<file path="src/rtl/myriadrf_usb_packer.sv">
// Packs 24-bit IQ samples into a 16-bit USB word stream (3 words per 2 samples),
// framing fixed-size packets and flushing partial packets after an idle timeout.
module myriadrf_usb_packer #(
   parameter int PKT_WORDS = 256,
   parameter int TIMEOUT   = 1024
) (
   input  logic        wb_clk,
   input  logic        wb_rst,
   input  logic        enable_i,
   input  logic [23:0] s_data_i,
   input  logic        s_valid_i,
   output logic        s_ready_o,
   output logic [15:0] m_data_o,
   output logic        m_valid_o,
   output logic        m_last_o,
   input  logic        m_ready_i,
   output logic [15:0] pkt_count_o
);

   typedef enum logic [1:0] {P0, P1, P2} phase_e;

   localparam logic [15:0] LAST_IDX = 16'(PKT_WORDS - 1);
   localparam logic [15:0] IDLE_MAX = 16'(TIMEOUT);

   phase_e      phase_q, phase_d;
   logic [15:0] residue_q, residue_d;
   logic [15:0] m_data_q, m_data_d;
   logic        m_valid_q, m_valid_d;
   logic        m_last_q, m_last_d;
   logic [15:0] wcnt_q, wcnt_d;
   logic [15:0] pkt_q, pkt_d;
   logic [15:0] idle_q, idle_d;
   logic        flush_pend_q, flush_pend_d;
   logic        flush_done_q, flush_done_d;

   logic        slot_free;
   logic        out_hs;
   logic        accept;
   logic [15:0] load_idx;

   assign slot_free = !m_valid_q || m_ready_i;
   assign out_hs    = m_valid_q && m_ready_i;
   assign s_ready_o = !wb_rst && enable_i && (phase_q != P2) && slot_free && !flush_pend_q;
   assign accept    = s_valid_i && s_ready_o;

   // Packet position of a word loaded this cycle, accounting for the word leaving now.
   assign load_idx = out_hs ? (m_last_q ? 16'd0 : 16'(wcnt_q + 16'd1)) : wcnt_q;

   always_comb begin
      phase_d      = phase_q;
      residue_d    = residue_q;
      m_data_d     = m_data_q;
      m_valid_d    = m_valid_q;
      m_last_d     = m_last_q;
      wcnt_d       = wcnt_q;
      pkt_d        = pkt_q;
      idle_d       = idle_q;
      flush_pend_d = flush_pend_q;
      flush_done_d = flush_done_q;

      if (out_hs) begin
         m_valid_d    = 1'b0;
         m_last_d     = 1'b0;
         flush_done_d = 1'b0;
         if (m_last_q) begin
            wcnt_d = 16'd0;
            pkt_d  = 16'(pkt_q + 16'd1);
         end else begin
            wcnt_d = 16'(wcnt_q + 16'd1);
         end
      end

      if (flush_pend_q && slot_free) begin
         unique case (phase_q)
            P1:      m_data_d = {8'h00, residue_q[7:0]};
            P2:      m_data_d = residue_q;
            default: m_data_d = 16'h0000;
         endcase
         m_valid_d    = 1'b1;
         m_last_d     = 1'b1;
         phase_d      = P0;
         residue_d    = 16'h0000;
         flush_pend_d = 1'b0;
         flush_done_d = 1'b1;
      end else if (phase_q == P2 && slot_free) begin
         m_data_d  = residue_q;
         m_valid_d = 1'b1;
         m_last_d  = (load_idx == LAST_IDX);
         phase_d   = P0;
      end else if (accept) begin
         m_valid_d = 1'b1;
         m_last_d  = (load_idx == LAST_IDX);
         if (phase_q == P0) begin
            m_data_d  = s_data_i[15:0];
            residue_d = {8'h00, s_data_i[23:16]};
            phase_d   = P1;
         end else begin
            m_data_d  = {s_data_i[7:0], residue_q[7:0]};
            residue_d = s_data_i[23:8];
            phase_d   = P2;
         end
      end

      if (out_hs || s_valid_i) begin
         idle_d = 16'd0;
      end else if (idle_q != IDLE_MAX) begin
         idle_d = 16'(idle_q + 16'd1);
      end

      // One flush per quiet period, and only when something is actually buffered.
      if (!flush_pend_q && !flush_done_q && idle_q == IDLE_MAX &&
          (wcnt_q != 16'd0 || phase_q != P0 || m_valid_q)) begin
         flush_pend_d = 1'b1;
      end
   end

   always_ff @(posedge wb_clk) begin
      if (wb_rst) begin
         phase_q      <= P0;
         residue_q    <= 16'h0000;
         m_data_q     <= 16'h0000;
         m_valid_q    <= 1'b0;
         m_last_q     <= 1'b0;
         wcnt_q       <= 16'd0;
         pkt_q        <= 16'd0;
         idle_q       <= 16'd0;
         flush_pend_q <= 1'b0;
         flush_done_q <= 1'b0;
      end else begin
         phase_q      <= phase_d;
         residue_q    <= residue_d;
         m_data_q     <= m_data_d;
         m_valid_q    <= m_valid_d;
         m_last_q     <= m_last_d;
         wcnt_q       <= wcnt_d;
         pkt_q        <= pkt_d;
         idle_q       <= idle_d;
         flush_pend_q <= flush_pend_d;
         flush_done_q <= flush_done_d;
      end
   end

   assign m_data_o    = m_data_q;
   assign m_valid_o   = m_valid_q;
   assign m_last_o    = m_last_q;
   assign pkt_count_o = pkt_q;

endmodule

</file>
<file path="config.mk">
export PLATFORM = sky130hd
export DESIGN_NAME = myriadrf_usb_packer
export DESIGN_NICKNAME = d
export VERILOG_FILES = /design/src/rtl/myriadrf_usb_packer.sv
export SDC_FILE = /design/constraint.sdc
export NUM_CORES = 1
export LEC_CHECK = 0
export CORE_MARGIN = 2
export CORE_UTILIZATION = 55
export DETAILED_ROUTE_END_ITERATION = 10
export PLACE_DENSITY = 0.82
export SLEW_MARGIN = 20
export SYNTH_ARGS = -nofsm -noshare
export SYNTH_HDL_FRONTEND = slang
export SYNTH_SLANG_ARGS = --single-unit
</file>
<file path="constraint.sdc">
create_clock -name wb_clk -period 5.36 [get_ports wb_clk]
set_input_delay 0.804 -clock wb_clk [delete_from_list [all_inputs] [get_ports wb_clk]]
set_output_delay 0.804 -clock wb_clk [all_outputs]
set_load 0.01 [all_outputs]
</file>
==> results of run 1 <==
==> kinds of logic after synthesis <==
logic type,after synthesis
adder cells (fa/ha/maj),8
AND/OR/NAND/NOR,215
flip-flops,86
multiplexers,20
buffers and inverters,34
XOR/XNOR,38
AO/OA/AOI/OAI,75
==> routing by layer <==
metal  up-vias  GRT usage [%]
met4         0          7.564
met5         -              0
li1       1782              -
met2       163          43.18
met1      1761          32.53
met3        17          6.203
==> state kept, by name, summed over array words and instances, names as in the netlist <==
signal        count
m_last_o          1
idle_q           16
flush_done_q      1
m_valid_o         1
pkt_count_o      16
flush_pend_q      1
wcnt_q           16
residue_q        16
phase_q           2
m_data_o         16
==> stage by stage <==
stage          hold slack [ns]  utilization [%]
2_1_floorplan           0.4422                -
3_3_place_gp            0.4654            65.54
3_5_place_dp            0.4742            65.54
4_1_cts                 0.4923            68.74
5_1_grt                 0.5099            68.74
6_report                0.4959            68.74
==> power by group <==
| group | switching (mW) | leakage [nW] | internal [mW] |
|---|---|---|---|
| Combinational | 0.0716 | 1.04 | 0.0638 |
| Clock | 0.248 | 0.112 | 0.270 |
| Sequential | 0.0112 | 0.696 | 0.653 |
| Total | 0.331 | 1.85 | 0.987 |
==> synth_stat cells, drive strengths merged (6+ instances only) <==
cell | instances | area [µm²]
nor2 | 96 | 360.4
dfxtp | 86 | 1722
xor2 | 29 | 254.0
nand2 | 25 | 93.84
nand3 | 20 | 100.1
mux2i | 19 | 190.2
a21oi | 18 | 90.09
a211oi | 17 | 127.6
nor3 | 17 | 85.08
clkbuf | 14 | 52.55
buf | 11 | 60.05
and3 | 10 | 62.56
inv | 9 | 33.78
o21ai | 9 | 45.04
or3 | 9 | 56.30
xnor2 | 9 | 78.83
a221oi | 8 | 70.07
ha | 8 | 100.1
nand4 | 8 | 50.05
a22oi | 7 | 52.55
nor4 | 6 | 37.54
==> cell type report <==
cell class                      count  area [µm²]  share of cell area [%]
Timing Repair Buffer               65       645.6                   13.09
Sequential cell                    86        1722                   34.91
Clock buffer                        9       123.9                   2.511
Clock inverter                      7       105.1                   2.131
Tap cell                           99       123.9                   2.511
Multi-Input combinational cell    356        2178                   44.17
Inverter                            9       33.78                  0.6849
==> how the worst max path moves through the flow <==
stage	start	endpoint	slack, ns	depth (start not counted)
global placement	wb_rst	m_last_o	2.02	8
global route	wb_rst	s_ready_o	1.86	5
detailed placement	wb_rst	m_last_o	1.97	8
finish	wb_rst	s_ready_o	1.99	5
floorplan	wb_rst	m_last_o	2.98	9
CTS	wb_rst	s_ready_o	2.00	5
==> key figures, run 1 <==
STA
  – Slew HR: 28.39%
  – Worst-Margin Slew: 1.074 ns
  – Setup Total Neg Slack: 0 ns
  – Period Utilization, post-route: 62.96%
  – Fin worst setup slack: 1.986 ns
  – Post-layout min period: 3.374 ns
  – Final setup fails: 0
  – Count of final hold-check violations: 0
  – Clk_skew: 0.01211 ns
  – Fin. max-slew vios: 0
  – RSZ-0062 raised after global routing: no
  – Max Fclk: 296.3 MHz

Finish
  – Fillers: 574
  – Synthesis-to-layout area growth: 21.89%
  – Share of layout cells above drive strength 1: 4.135%
  – Final layout net count: 564
  – # diodes: 0
  – Most frequent cells in the layout: 96 x nor2_1, 86 x dfxtp_1, 63 x clkdlybuf4s50_1, 29 x xor2_1, 25 x nand2_1
  – Non-filler cells, final: 631
  – Finished Cell Area: 0.004932 mm²
  – Commonest non-fill, non-tap cell in the layout: nor2_1

Critical path
  – CP Capture Type: output port
  – Reg2reg end: m_data_o[3]
  – Critical path arrival: 2.57 ns
  – Reg2Reg Setup Slack: 2.20 ns
  – CP Class: in -> out
  – FF-to-FF path depth: 7
  – Largest delay share family, worst path: buffers and inverters
  – Critical Path Start Type: input pin
  – Critical path's slowest cell: clkdlybuf4s50_1
  – Crit-path most repeated cell: clkdlybuf4s50_1
  – RR Startpoint: phase_q[0]
  – Max incr delay on CP: 0.53 ns
  – CP Max Fanout: 46
  – CP Data Required Time: 4.56 ns
  – Worst Path Buf+Inv: 3
  – Worst-path cell chain: clkdlybuf4s50_1 > buf_4 > nor3b_1 > and2_1 > clkdlybuf4s50_1

Place
  – Setup WS pre-CTS: 1.971 ns
  – GPL Wtd Cong: 0.8905
  – Dpl hpwl: 7.154 mm
  – Area of placed instances: 0.004703 mm²
  – Buffers on Ports: 63
  – Post-Place Cells: 615

GRT
  – Global-route wire length before repair: 16.79 mm
  – Largest net degree at the start of global routing: 47
  – Vias in the first global route: 3437
  – Remaining global-route overflow: 0
  – Antenna violations before repair: 0
  – Gr usage total: 25.53%

Logic synthesis
  – Post-Syn Area: 0.004046 mm²
  – Ys async rst share: 0%
  – Compound-Gate Fraction of Synth Area: 12.77%
  – Synthesized flop and latch total: 86
  – Synth warn: 0
  – Syn Area/Cell: 8.501 µm²
  – Mapped Cells: 476
  – Number of synthesized flops with an enable pin: 0
  – Sequential share of the synthesized area: 42.55%
  – Predominant post-synthesis flop cell: dfxtp_1
  – Combinational family with the most area after synthesis: simple AND/OR/NAND/NOR gates
  – Xor/xnor cell area share of the yosys netlist: 8.225%
  – Synth Area in Simple Gates: 25.39%
  – Netlist cell types: 48
  – Post-Synth Adder-Cell Area: 2.474%
  – Post-Syn Nets: 513
  – Mux contribution to synthesized area: 4.978%

Drt
  – Routed met3 length: 665 µm
  – DRC errors left: 0
  – Final wirelength: 10.14 mm
  – First drt pass iteration count: 5
  – Detail Route Antenna Nets: 0
  – DR vias: 3723
  – Uppermost routed layer: met4
  – Routed WL per cell: 16.07 µm
  – Met2 wire length: 4.994 mm
  – Wl on met1: 4.339 mm
  – Initial DRC Count: 328
  – Via density: 5.900

Hold path
  – WHS Endpoint: residue_q[9]
  – HP Class: reg -> reg
  – Min-Delay Path Depth: 1
  – Min-delay src: residue_q[9]

CTS
  – Clock-pin slew on the worst setup and hold paths: 0.09 ns
  – Resized cells post-CTS: 0
  – CTS tree: done
  – CTS max path bufs: 2
  – Root buf cell: clkbuf_8
  – Num CTS Buffers: 9
  – Sink Count: 86
  – Setup bufs post-CTS: 0
  – Worst-Skew Late Latency: 0.36 ns
  – Number of H-tree levels: 3
  – Hold-fix buffers, CTS: 0

Floorplanning
  – Initial core utilization: 56.39%
  – # rows: 31
  – Die Area: 0.008060 mm²
  – Num ports: 64
  – Overall die width: 89.78 µm
  – Core box area: 0.007176 mm²
  – Die Y: 89.78 µm

Pwr
  – Pwr/cell area: 267.1 mW/mm²
  – Total power: 1.317 mW
  – Peak VDD IR: 168.4 µV
  – Leak pwr: 1.846 nW

Run status
  – Outcome: finished, final reports clean

Flow run
  – Maxcap violations: 0
(Power assumes the default switching activity.)
==> inputs of run 2 (changes only) <==
CORE_UTILIZATION = 54   (was 55)
PLACE_DENSITY = 0.8   (was 0.82)
clock period = 3.4 ns   (was 5.36 ns; I/O delays follow)
==> key figures, run 2 (synthesis gave the netlist of run 1 again) <==
Critical path
  – Critical Path Start Type: input pin
  – Critical path arrival: 2.25 ns (-0.32 ns)
  – CP Max Fanout: 7 (-85%)
  – CP Data Required Time: 2.89 ns (-1.67 ns)
  – CP Class: in -> out
  – CP Capture Type: output port

CTS
  – Root buf cell: clkbuf_8
  – Sink Count: 86 (unchanged)
  – Clock-pin slew on the worst setup and hold paths: 0.10 ns (about the same)
  – Resized cells post-CTS: 0 (unchanged)
  – CTS tree: done
  – Num CTS Buffers: 9 (unchanged)
  – Worst-Skew Late Latency: 0.37 ns (about the same)
  – CTS max path bufs: 2 (unchanged)
  – Number of H-tree levels: 3 (unchanged)
  – Hold-fix buffers, CTS: 0 (unchanged)
  – Setup bufs post-CTS: 0 (unchanged)

Finish
  – Final layout net count: 566 (+0.35%)
  – FF/Latch Area: 0.001722 mm² (unchanged)
  – Most frequent cells in the layout: 96 x nor2_1, 86 x dfxtp_1, 63 x clkdlybuf4s50_1, 29 x xor2_1, 25 x nand2_1
  – Fin util: 67.76% (-0.98 points)
  – Finished Cell Area: 0.004915 mm² (-0.36%)
  – Fillers: 631 (+9.9%)
  – Multi-input logic area: 0.002178 mm² (unchanged)
  – Commonest non-fill, non-tap cell in the layout: nor2_1
  – # diodes: 0 (unchanged)
  – Non-filler cells, final: 633 (+0.32%)
  – Share of layout cells above drive strength 1: 4.494% (+0.36 points)
  – Synthesis-to-layout area growth: 21.46%

Drt
  – Routed WL per cell: 15.53 µm (-3.4%)
  – DRC errors left: 0 (unchanged)
  – Detail Route Antenna Nets: 0 (unchanged)
  – First drt pass iteration count: 5 (unchanged)
  – DR vias: 3692 (-0.83%)
  – Via density: 5.833 (-1.1%)
  – Final wirelength: 9.828 mm (-3.1%)
  – Initial DRC Count: 238 (-27%)

Pwr
  – Leak pwr: 1.841 nW (-0.29%)
  – Pwr/cell area: 401.3 mW/mm² (+50%)
  – Peak VDD IR: 237.2 µV (+41%)

GRT
  – Antenna violations before repair: 0 (unchanged)
  – Gr usage total: 24.95% (-0.58 points)
  – Remaining global-route overflow: 0 (unchanged)
  – Vias in the first global route: 3472 (+1.0%)
  – Largest net degree at the start of global routing: 46 (-2.1%)
  – Global-route wire length before repair: 16.61 mm (-1.1%)

Floorplanning
  – Core box area: 0.007253 mm² (+1.1%)
  – Num ports: 64 (unchanged)
  – Die Y: 90.57 µm (+0.88%)
  – Overall die width: 90.57 µm (+0.88%)
  – # rows: 31 (unchanged)
  – Die Area: 0.008202 mm² (+1.8%)
  – Initial core utilization: 55.79% (-0.60 points)

STA
  – Count of final hold-check violations: 0 (unchanged)
  – Slew HR: 49.45% (+21 points)
  – Max Fclk: 361.7 MHz
  – Period Utilization, post-route: 81.32%
  – Worst-Margin Slew: 0.7525 ns (-0.3217 ns)
  – Post-layout min period: 2.765 ns
  – Final setup fails: 0 (unchanged)
  – Fin worst setup slack: 0.6352 ns (-1.350 ns)
  – RSZ-0062 raised after global routing: no
  – Clk_skew: 0.01044 ns (-0.001672 ns)
  – Setup Total Neg Slack: 0 ns (unchanged)
  – Fin. max-slew vios: 0 (unchanged)

Place
  – Post-Place Cells: 617 (+0.33%)
  – Buffers on Ports: 63 (unchanged)
  – GPL Wtd Cong: 0.9061 (+1.8%)
  – Area of placed instances: 0.004718 mm² (+0.32%)
  – Dpl hpwl: 7.099 mm (-0.76%)
  – Setup WS pre-CTS: 0.4152 ns (-1.556 ns)

Run status
  – Outcome: finished, final reports clean

Hold path
  – HP Class: reg -> reg

Flow run
  – Maxcap violations: 0 (unchanged)
==> run 2: cell types whose count changed in the layout (fill, tap and decap cells not counted) <==
cell | previous run | this run
buf_4 | 2 | 4
bufinv_16 | 2 | 0
clkinv_4 | 1 | 0
clkinv_8 | 0 | 1
inv_6 | 2 | 3
inv_8 | 1 | 2
==> run 2: worst max-delay path, stage by stage <==
cell	delay, ns
clkdlybuf4s50_1	0.58
nand2b_2	0.24
nor2b_1	0.22
and2_1	0.15
clkdlybuf4s50_1	0.55
==> run 2: metrics by stage <==
step	total power, mW	hold slack [ns]
after global routing	2.049	0.5332
after global placement	1.275	0.4748
after CTS	1.987	0.5045
final	1.972	0.4997
after floorplan	1.182	0.4422
after detailed placement	1.281	0.4892
==> run 2: per-layer routing <==
metal,part of all wire (%),vias up,global-route usage (%),wire length [µm]
met1,44,1742,31.80,4306
li1,-,1787,-,-
met4,1.5,0,8.974,146
met5,0,-,0,0
met3,5.9,17,5.509,580
met2,49,146,41.54,4795
==> run 2: final timing paths <==
path / from / to / slack, ns / depth (start not counted)
setup reg to reg: phase_q[0] / m_data_o[1] / 1.04 / 8
hold / removal: m_data_o[3] / m_data_o[3] / 0.50 / 2
hold reg to reg: m_data_o[3] / m_data_o[3] / 0.50 / 2
setup / recovery: m_ready_i / s_ready_o / 0.64 / 5
==> run 2: final cells by class <==
class                   instances  share of cell area [%]
flip-flops and latches         86                   35.03
multi-input cells             356                   44.32
repair buffers                 67                   13.44
clock buffers                   9                   2.520
clock inverters                 7                   1.477
inverters                       9                  0.6874
well taps                      99                   2.520
==> run 2: power breakdown <==
group / internal, mW / switching (mW) / leakage, nW
Sequential: 1.03 / 0.0173 / 0.696
Clock: 0.289 / 0.423 / 0.0974
Combinational: 0.101 / 0.112 / 1.05
